==> config.mk <==
export PLATFORM = sky130hd
export DESIGN_NAME = scan_chain_ctrl_flat
export DESIGN_NICKNAME = d
export VERILOG_FILES = /design/src/rtl/scan_pkg.sv /design/src/rtl/scan_chain_ctrl_if.sv /design/src/rtl/scan_chain_ctrl.sv /design/src/flat_wrapper.sv
export SDC_FILE = /design/constraint.sdc
export NUM_CORES = 1
export LEC_CHECK = 0
export CAP_MARGIN = 0
export CORE_UTILIZATION = 45
export DETAILED_ROUTE_END_ITERATION = 8
export PLACE_DENSITY = 0.7
export SLEW_MARGIN = 20
export SYNTH_ARGS = -nofsm -noshare
export SYNTH_HDL_FRONTEND = slang
export SYNTH_SLANG_ARGS = --single-unit
==> constraint.sdc <==
create_clock -name CLK -period 2.41 [get_ports CLK]
set_input_delay 0.241 -clock CLK [delete_from_list [all_inputs] [get_ports CLK]]
set_output_delay 0.241 -clock CLK [all_outputs]
set_load 0.01 [all_outputs]
==> src/rtl/scan_pkg.sv <==
// Shared types and helpers for the scan chain controller.
package scan_pkg;

  typedef enum logic [1:0] {
    IDLE    = 2'd0,
    SHIFT   = 2'd1,
    CAPTURE = 2'd2,
    UNLOAD  = 2'd3
  } scan_state_t;

  // Counter width able to hold the value CHAIN_LEN.
  function automatic int unsigned cnt_width(input int unsigned chain_len);
    return $clog2(chain_len + 1);
  endfunction

endpackage

==> src/rtl/scan_chain_ctrl_if.sv <==
// Sequencer-side handshake between the test sequencer and the scan controller.
interface scan_chain_ctrl_if #(
  parameter int unsigned CHAIN_LEN = 8
);
  logic                 start;
  logic [CHAIN_LEN-1:0] pattern;
  logic                 busy;
  logic                 done;
  logic [CHAIN_LEN-1:0] response;

  modport master (output start, pattern, input busy, done, response);
  modport slave  (input start, pattern, output busy, done, response);
endinterface

==> src/rtl/scan_chain_ctrl.sv <==
// Loads a parallel pattern into a scan chain, pulses one capture cycle,
// then unloads the captured response as a parallel word.
module scan_chain_ctrl
  import scan_pkg::*;
#(
  parameter int unsigned CHAIN_LEN = 8
) (
  input  logic             CLK,
  input  logic             R,
  scan_chain_ctrl_if.slave seq,
  input  logic             SO,
  output logic             SE,
  output logic             SI
);

  localparam int unsigned CW = cnt_width(CHAIN_LEN);
  localparam int unsigned SW = CHAIN_LEN - 1;

  scan_state_t state, state_nx;

  logic [CW-1:0]        cnt, cnt_d;
  logic [SW-1:0]        load, load_d;
  logic [SW-1:0]        unload, unload_d;
  logic [CHAIN_LEN-1:0] resp, resp_d;
  logic                 busy, busy_d;
  logic                 done, done_d;
  logic                 se_d, si_d;
  logic                 cnt_last;

  assign cnt_last     = (cnt == CW'(CHAIN_LEN - 1));
  assign seq.busy     = busy;
  assign seq.done     = done;
  assign seq.response = resp;

  // State register
  always_ff @(posedge CLK) begin
    if (R) state <= IDLE;
    else   state <= state_nx;
  end

  // Next-state logic
  always_comb begin
    state_nx = state;
    case (state)
      IDLE:    if (seq.start) state_nx = SHIFT;
      SHIFT:   if (cnt_last)  state_nx = CAPTURE;
      CAPTURE:                state_nx = UNLOAD;
      UNLOAD:  if (cnt_last)  state_nx = IDLE;
      default:                state_nx = IDLE;
    endcase
  end

  // Next values for every registered output and datapath register
  always_comb begin
    se_d     = 1'b0;
    si_d     = 1'b0;
    busy_d   = busy;
    done_d   = 1'b0;
    cnt_d    = cnt;
    load_d   = load;
    unload_d = unload;
    resp_d   = resp;
    case (state)
      IDLE: begin
        if (seq.start) begin
          // bit 0 goes straight to SI; only the remaining bits need holding
          load_d = seq.pattern[CHAIN_LEN-1:1];
          si_d   = seq.pattern[0];
          se_d   = 1'b1;
          busy_d = 1'b1;
          cnt_d  = '0;
        end
      end
      SHIFT: begin
        si_d   = load[0];
        load_d = load >> 1;
        se_d   = !cnt_last;
        cnt_d  = cnt_last ? '0 : CW'(cnt + 1'b1);
      end
      CAPTURE: begin
        se_d  = 1'b1;
        cnt_d = '0;
      end
      UNLOAD: begin
        // first sample out of SO belongs to flop 0, so it ends up in bit 0
        unload_d = SW'({SO, unload} >> 1);
        se_d     = !cnt_last;
        cnt_d    = cnt_last ? '0 : CW'(cnt + 1'b1);
        if (cnt_last) begin
          resp_d = {SO, unload};
          done_d = 1'b1;
          busy_d = 1'b0;
        end
      end
      default: ;
    endcase
  end

  // Output and datapath registers
  always_ff @(posedge CLK) begin
    if (R) begin
      SE     <= 1'b0;
      SI     <= 1'b0;
      busy   <= 1'b0;
      done   <= 1'b0;
      cnt    <= '0;
      load   <= '0;
      unload <= '0;
      resp   <= '0;
    end else begin
      SE     <= se_d;
      SI     <= si_d;
      busy   <= busy_d;
      done   <= done_d;
      cnt    <= cnt_d;
      load   <= load_d;
      unload <= unload_d;
      resp   <= resp_d;
    end
  end

endmodule

==> src/flat_wrapper.sv <==
// flat-port wrapper written by rule: the top's interface ports become plain ports
module scan_chain_ctrl_flat import scan_pkg::*;
#(
  parameter int unsigned CHAIN_LEN = 8
)
  (CLK, R, SO, SE, SI, seq_start, seq_pattern, seq_busy, seq_done, seq_response);
  scan_chain_ctrl_if #(.CHAIN_LEN(CHAIN_LEN)) seq_i ();
  input  logic CLK;
  input  logic R;
  input  logic SO;
  output logic SE;
  output logic SI;
  input wire logic [$bits(seq_i.start)-1:0] seq_start;
  input wire logic [$bits(seq_i.pattern)-1:0] seq_pattern;
  output wire logic [$bits(seq_i.busy)-1:0] seq_busy;
  output wire logic [$bits(seq_i.done)-1:0] seq_done;
  output wire logic [$bits(seq_i.response)-1:0] seq_response;
  assign seq_i.start = seq_start;
  assign seq_i.pattern = seq_pattern;
  assign seq_busy = seq_i.busy;
  assign seq_done = seq_i.done;
  assign seq_response = seq_i.response;
  scan_chain_ctrl #(.CHAIN_LEN(CHAIN_LEN)) u_core (.CLK(CLK), .R(R), .seq(seq_i), .SO(SO), .SE(SE), .SI(SI));
endmodule
==> PnR_summary.wiki <==
{| class="wikitable"
! Metric !! Value
|-
| Result of the run || complete, no violations
|-
| Worst relative slew slack || 0.616
|-
| Port bufs || 23
|-
| Maximum number of buffers from clock root to sink || 2
|-
| Number of slew-limit violations in the final report || 0
|-
| Critical path depth in cells || 6
|-
| Largest net degree at the start of global routing || 33
|-
| Endpoint of the most critical register-to-register path || u_core.load[3]
|-
| Critical Path AT || 2150 ps
|-
| Global placement routability congestion || ~0.76
|-
| Area used by multi-input combinational logic || 644 um^2
|-
| Via/cell ratio || between 5 and 6
|-
| Critical-path maximum fanout || 12
|-
| Leakage power summed over all cells || around 0.6 nW
|-
| Synthesized netlist cell count || between 150 and 200
|-
| Combined global-route utilization of all metal layers || 0.175
|-
| Via count of the first global-routing pass || 947
|-
| Fin Setup TNS || 0 ps
|-
| Min-Delay Path Class || register to register
|-
| Power dissipated by switching net loads || roughly 540 uW
|-
| Setup crit end || u_core.load[3]
|-
| Placement row count || 19
|-
| Number of diodes added for antenna fixing || 0
|-
| Combinational Power Share || 0.351
|-
| Worst Setup Start Kind || register
|-
| Async S/R FF share, synth || 0
|-
| Worst setup slack after layout || 507 ps
|-
| Core Region || 2780 um^2
|-
| Minimum clock period || 1900 ps
|-
| Setup slack of the most critical reg-to-reg path || between 500 and 600 ps
|-
| IO Count || 24
|-
| Worst Tran Pin Value || 575 ps
|-
| Initial Util || 0.480
|-
| Part of the power in the clock network || 0.209
|-
| Launching point of the worst reg2reg path || u_core.state[0]
|-
| Post-synthesis cell type count || 28
|-
| Final setup violation count || 0
|-
| CTS clk-pin slew, worst paths || 100 ps
|-
| Slowest cell on crit path || sky130_fd_sc_hd__nor2b_1
|-
| Internal power contribution || slightly above 1 mW
|-
| Final WL || 2470 um
|-
| Area share of the largest cell type after synthesis || 0.479
|-
| Most frequent cell after synthesis || sky130_fd_sc_hd__dfxtp_1
|-
| Number of max-cap violations || 0
|-
| Wire length of the first global-routing pass || ~4200 um
|-
| Via total after detailed routing || 1077
|-
| Worst Reg2Reg Path Length in Cells || 6
|-
| Fill cell count || 254
|-
| Top FF cell, synth || sky130_fd_sc_hd__dfxtp_1
|-
| Number of warnings printed during yosys synthesis || 0
|-
| Cell type with the highest aggregate area in the netlist || sky130_fd_sc_hd__dfxtp_1
|-
| Max VDD drop || 0.647 mV
|-
| Post-Route Skew || 11.1 ps
|-
| Relative contribution of sequential cells to total power || 0.440
|-
| Crit path required time || 2650 ps
|-
| Setup repair after global routing missed its margin || false
|-
| Post-route DRC violation count || 0
|-
| Fin cells || between 200 and 250
|-
| Number of buffers inserted for hold repair after clock tree synthesis || 0
|-
| Delay contributed by the slowest stage of the critical path || 510 ps
|-
| Seq/Total Area, Yosys || 0.479
|-
| Sequential cell area in the final layout || between 600 and 700 um^2
|-
| Overflow after GRT || 0
|-
| Worst setup slack before clock tree synthesis || 510 ps
|-
| Number of iterations in the first detailed-routing pass || 4
|-
| Most area-consuming cells after synthesis || sky130_fd_sc_hd__dfxtp_1 (48%), sky130_fd_sc_hd__mux2i_1 (9.7%), sky130_fd_sc_hd__nor2_1 (7.0%)
|-
| Highest clock frequency the design can meet || 0.525 GHz
|-
| Die Area || 3190 um^2
|-
| Worst path cell trace || inv_1 > ha_1 > nor2b_1 > nor2_1 > buf_4 > a211oi_1
|-
| Critical Path End Type || register
|-
| Critical path's top delay family || simple AND/OR/NAND/NOR gates
|-
| Period utilisation layout || 0.790
|-
| Count of flip-flops with a built-in enable after synthesis || 0
|-
| Resized cells post-CTS || 0
|-
| Share of the core filled with cells in the final layout || 0.595
|-
| Antenna Violating Nets Remaining || 0
|-
| Post-synthesis register bit count || 32
|-
| Number of buffers created by CTS || 5
|-
| Synthesis-to-layout area growth || 23.8%
|-
| Synth Net Count || 169
|-
| CP Launch Point || u_core.state[0]
|-
| Placed wire-length estimate after detailed placement || roughly 1700 um
|-
| Clock latency at the later pin of the worst-skew pair || around 340 ps
|-
| Clock tree from TritonCTS || done
|-
| Post-synthesis average cell area || a little under 9 um^2
|-
| Power Dens Cells || between 900 and 1000 nW/um^2
|-
| Chip width || around 56 um
|-
| Switching part of the total power || 0.348
|-
| Final hold viol count || 0
|-
| Clock H-tree levels || 2
|-
| CP Buf/Inv Count || 2
|-
| Root Buffer Master || sky130_fd_sc_hd__clkbuf_4
|-
| Post-synthesis instance area || around 1300 um^2
|-
| Hold Path Origin || u_core.seq.response[7]
|-
| Layout cell share with drive strength beyond 1 || 0.0621
|-
| Post-CTS setup buffer count || 0
|-
| Die height || between 50 and 60 um
|-
| Detailed router's first-iteration violation count || 25
|-
| Class of the most critical setup path || register to register
|-
| Average wire per cell in the routed design || roughly 12 um
|-
| Clock Sink Count || 32
|-
| Post-layout nets || 194
|-
| Number of antenna violations at the first check in global routing || 0
|-
| Placed cells || 200
|-
| Top cells by count, synth || sky130_fd_sc_hd__dfxtp_1 (32), sky130_fd_sc_hd__nor2_1 (25), sky130_fd_sc_hd__nand2_1 (21)
|}
-- state kept, by name, summed over array words and instances, names as in the netlist --
name,cells
u_core.seq.done,1
u_core.SI,1
u_core.SE,1
u_core.seq.response,8
u_core.unload,7
u_core.state,2
u_core.load,7
u_core.cnt,4
u_core.seq.busy,1
-- worst min path at each step --
stage | to | slack, ps | cells after the start
3_3_place_gp | u_core.seq.response[5] | 440 | 2
4_1_cts | u_core.seq.response[7] | 460 | 2
3_5_place_dp | u_core.seq.response[7] | 450 | 2
5_1_grt | u_core.seq.response[4] | 490 | 2
6_report | u_core.seq.response[7] | 460 | 2
2_1_floorplan | u_core.load[3] | 310 | 1
-- final cells by class --
class                   count  share of cell area
repair buffers             27               0.157
multi-input cells         108               0.390
well taps                  31              0.0234
clock inverters             1             0.00454
inverters                   2             0.00454
clock buffers               7              0.0333
flip-flops and latches     32               0.387
-- logic make-up (layout without fill, tap and decap cells) --
logic type,after synthesis,after routing,synth area share
multiplexers,13,13,0.0974
AND/OR/NAND/NOR,60,60,0.199
adder cells (fa/ha/maj),6,6,0.0562
flip-flops,32,32,0.479
AO/OA/AOI/OAI,29,29,0.130
buffers and inverters,11,37,0.0384
-- power groups by stage --
stage / registers, mW / clock network [mW] / logic [mW]
2_1_floorplan: 0.686 / 0 / 0.393
3_3_place_gp: 0.687 / 0 / 0.517
3_5_place_dp: 0.693 / 0 / 0.537
4_1_cts: 0.682 / 0.337 / 0.541
5_1_grt: 0.696 / 0.365 / 0.603
6_report: 0.681 / 0.323 / 0.542
-- through the flow --
stage | hold WS, ps | area (um^2) | power, mW
after floorplan | 314 | 1340 | 1.08
after global placement | 445 | 1590 | 1.20
after detailed placement | 448 | 1590 | 1.23
after CTS | 462 | 1650 | 1.56
after global routing | 491 | 1650 | 1.66
final | 461 | 1650 | 1.55
-- per-layer routing --
layer  vias to the layer above  global-route usage  part of all wire
met1                       481               0.207              0.49
met5                         -                   0                 0
li1                        572                   -                 -
met2                        18               0.269              0.44
met4                         0              0.0836             0.021
met3                         6              0.0760             0.050
-- worst min-delay path, delay by kind of cell, from the launching register on --
kind	cells	cell delay (ps)
flip-flops	1	320
AO/OA/AOI/OAI	1	50
AND/OR/NAND/NOR	1	50
-- cells in the final DEF (no fill, tap or decap), drive strengths merged --
cell	n
a211oi	8
a21oi	15
a22oi	1
a31oi	1
a32oi	1
and2	1
and3b	1
buf	4
clkbuf	7
clkdlybuf4s50	23
clkinvlp	1
dfxtp	32
ha	6
inv	2
mux2i	13
nand2	21
nand2b	1
nand3	2
nand3b	1
nand4b	1
nor2	25
nor2b	2
nor3	1
nor3b	1
nor4	1
o21ai	2
o22ai	1
or2	1
or4	1
Power figures use the tool's default switching activity.
==> RTL edit (same settings) <==
Put one more register stage on the output `SE`. The value now appears one clock later. The other outputs are not delayed to match.
--- a/src/rtl/scan_chain_ctrl.sv
+++ b/src/rtl/scan_chain_ctrl.sv
@@ -17,2 +17,4 @@
   localparam int unsigned SW = CHAIN_LEN - 1;
+
+  logic SE_s0;
 
@@ -101,3 +103,3 @@
     if (R) begin
-      SE     <= 1'b0;
+      SE_s0  <= 1'b0;
       SI     <= 1'b0;
@@ -110,3 +112,3 @@
     end else begin
-      SE     <= se_d;
+      SE_s0  <= se_d;
       SI     <= si_d;
@@ -121,2 +123,6 @@
 
+  always_ff @(posedge CLK) begin
+    SE <= SE_s0;
+  end
+
 endmodule
Formal check against the unedited RTL: not equivalent (a bounded check fails within 4 cycles, from zero or initial values).
==> RTL edit against the original RTL <==
Total power grew 14%. Final cell count grew 0.48%. Setup slack got worse by 0.0082 ns. Non-clock buffer count unchanged. Synthesized area grew 1.5%. Clock power up 60%. Sequential cell count rose by 1. Wire length rose by 2.4%. Final area is 3.6% higher.
==> RTL edit: results (changes against the original RTL) <==
initial antenna violation count=0 (unchanged); post-cts gate resize count=0 (unchanged); measured slew at the worst slew-check pin=0.565 ns (-0.0104 ns); status=complete, no violations; detailed placement HPWL=1.68 mm (-1.8%); RD Place Congestion=0.803 (+6.0%); deepest level of the CTS H-tree=2 (unchanged); Main synth FF type=dfxtp_1; postcts setup bufs=0 (unchanged); Max VDD drop=649 µV (+0.36%); hold_sp=u_core.SE_s0$_SDFF_PP0_; Ant. Diodes=0 (unchanged); largest net degree at the start of global routing=33 (unchanged); Clock Skews=0.0134 ns (+0.00223 ns); Routed WL=2.53 mm (+2.4%); Hold Path Class=flop to flop; synth top area cells=dfxtp_1 (49%), mux2i_1 (9.6%), nor2_1 (6.9%), nand2_1 (5.8%), a21oi_1 (5.5%); Post-synth EDFFs=0 (unchanged); # nets final=195 (+0.52%); Vias per Instance=5.33 (+2.8%); worst reg-to-reg path cell count=6 (unchanged); Cell Int Power=0.00121 W (+20%); Reg clk slew, reported paths=0.11 ns; Clock Latency Late Sink=0.34 ns (about the same); share of cells above drive strength 1=0.0674 (+0.00527); Largest delay share family, worst path=simple AND/OR/NAND/NOR gates; # fillers=250 (-1.6%); commonest cells in the netlist=dfxtp_1 (33), nor2_1 (25), nand2_1 (21), a21oi_1 (15), mux2i_1 (13); Area after DPL=0.00161 mm² (+1.3%); IO buf count=23 (unchanged); r2r endpoint=u_core.load[2]$_SDFFE_PP0P_; Pre-Repair DR Iteration Count=4 (unchanged); vias in the first global route=1,061 (+12%); register area share after synthesis=0.487 (+0.00768); slowest CP cell=nor2b_1; synth warn=0 (unchanged); synth unique cells=28 (unchanged); Synth Net Count=170 (+0.59%); Static Leak=0.629 nW (+5.3%); worst hold stages=0 (-2); CTS buffer count=5 (unchanged); GR Util All Layers=0.181 (+0.00611); Iteration-0 DRC Markers=25 (unchanged); Largest register FFs=8 (unchanged); Hold Path Sink=u_core.SE$_DFF_P_; first-pass GRT wire length=4.38 mm (+5.0%)
## RTL edit: cell families (layout without fill, tap and decap cells)
logic type,count (synthesis),in the layout,synth area share
flops,33,33,0.487
fa+ha+maj,6,6,0.0553
mux,13,13,0.0959
compound gates,29,29,0.128
buf+inv,11,37,0.0378
simple gates,60,60,0.196
## RTL edit: metrics by stage
stage / setup WS [ns] / util / cells / hold slack (ns) / total power (W)
6_report: 0.499 / 0.611 / 209 / 0.341 / 0.00176
5_1_grt: 0.277 / 0.611 / 209 / 0.356 / 0.00188
4_1_cts: 0.491 / 0.611 / 209 / 0.345 / 0.00177
3_5_place_dp: 0.535 / 0.574 / 201 / 0.318 / 0.00125
3_3_place_gp: 0.642 / 0.574 / 201 / 0.315 / 0.00123
2_1_floorplan: 0.674 / - / 152 / 0.310 / 0.00110
## RTL edit: worst reg2reg max path, delay by kind of cell, from the launching register on
family	cells	cell delay [ns]
AND/OR/NAND/NOR	2	0.63
buffers and inverters	2	0.32
adder cells (fa/ha/maj)	1	0.27
AO/OA/AOI/OAI	1	0.22
flip-flops	1	0.36
## RTL edit: power by group through the flow
stage / sequential (W) / combinational [W] / clock (W)
after floorplan: 0.000710 / 0.000393 / 0
after global placement: 0.000713 / 0.000521 / 0
after detailed placement: 0.000716 / 0.000538 / 0
after CTS: 0.000704 / 0.000542 / 0.000525
after global routing: 0.000716 / 0.000612 / 0.000550
final: 0.000703 / 0.000537 / 0.000516
## RTL edit: how the worst max path moves through the flow
stage / start / end / slack (ns) / cells after the start
after floorplan: u_core.state[0]$_SDFFE_PP0P_ / u_core.cnt[3]$_SDFFE_PP0P_ / 0.67 / 6
after global placement: seq_start / u_core.load[4]$_SDFFE_PP0P_ / 0.64 / 5
after detailed placement: seq_start / u_core.load[2]$_SDFFE_PP0P_ / 0.53 / 5
after CTS: u_core.state[0]$_SDFFE_PP0P_ / u_core.load[2]$_SDFFE_PP0P_ / 0.49 / 6
after global routing: u_core.state[0]$_SDFFE_PP0P_ / u_core.load[2]$_SDFFE_PP0P_ / 0.28 / 6
final: u_core.state[0]$_SDFFE_PP0P_ / u_core.load[2]$_SDFFE_PP0P_ / 0.50 / 6
## RTL edit: per-layer routing
metal / global-route usage / up-vias / share of wire
li1: - / 570 / -
met1: 0.208 / 499 / 0.45
met2: 0.296 / 36 / 0.47
met3: 0.0484 / 8 / 0.050
met4: 0.115 / 0 / 0.025
met5: 0 / - / 0
## RTL edit: cell type report
class	count	area, µm²	share of cell area
Inverter	2	7.51	0.00438
Multi-Input combinational cell	108	644	0.376
Clock buffer	5	37.5	0.0219
Timing Repair Buffer	27	260	0.152
Clock inverter	3	65.1	0.0380
Tap cell	31	38.8	0.0226
Sequential cell	33	661	0.385
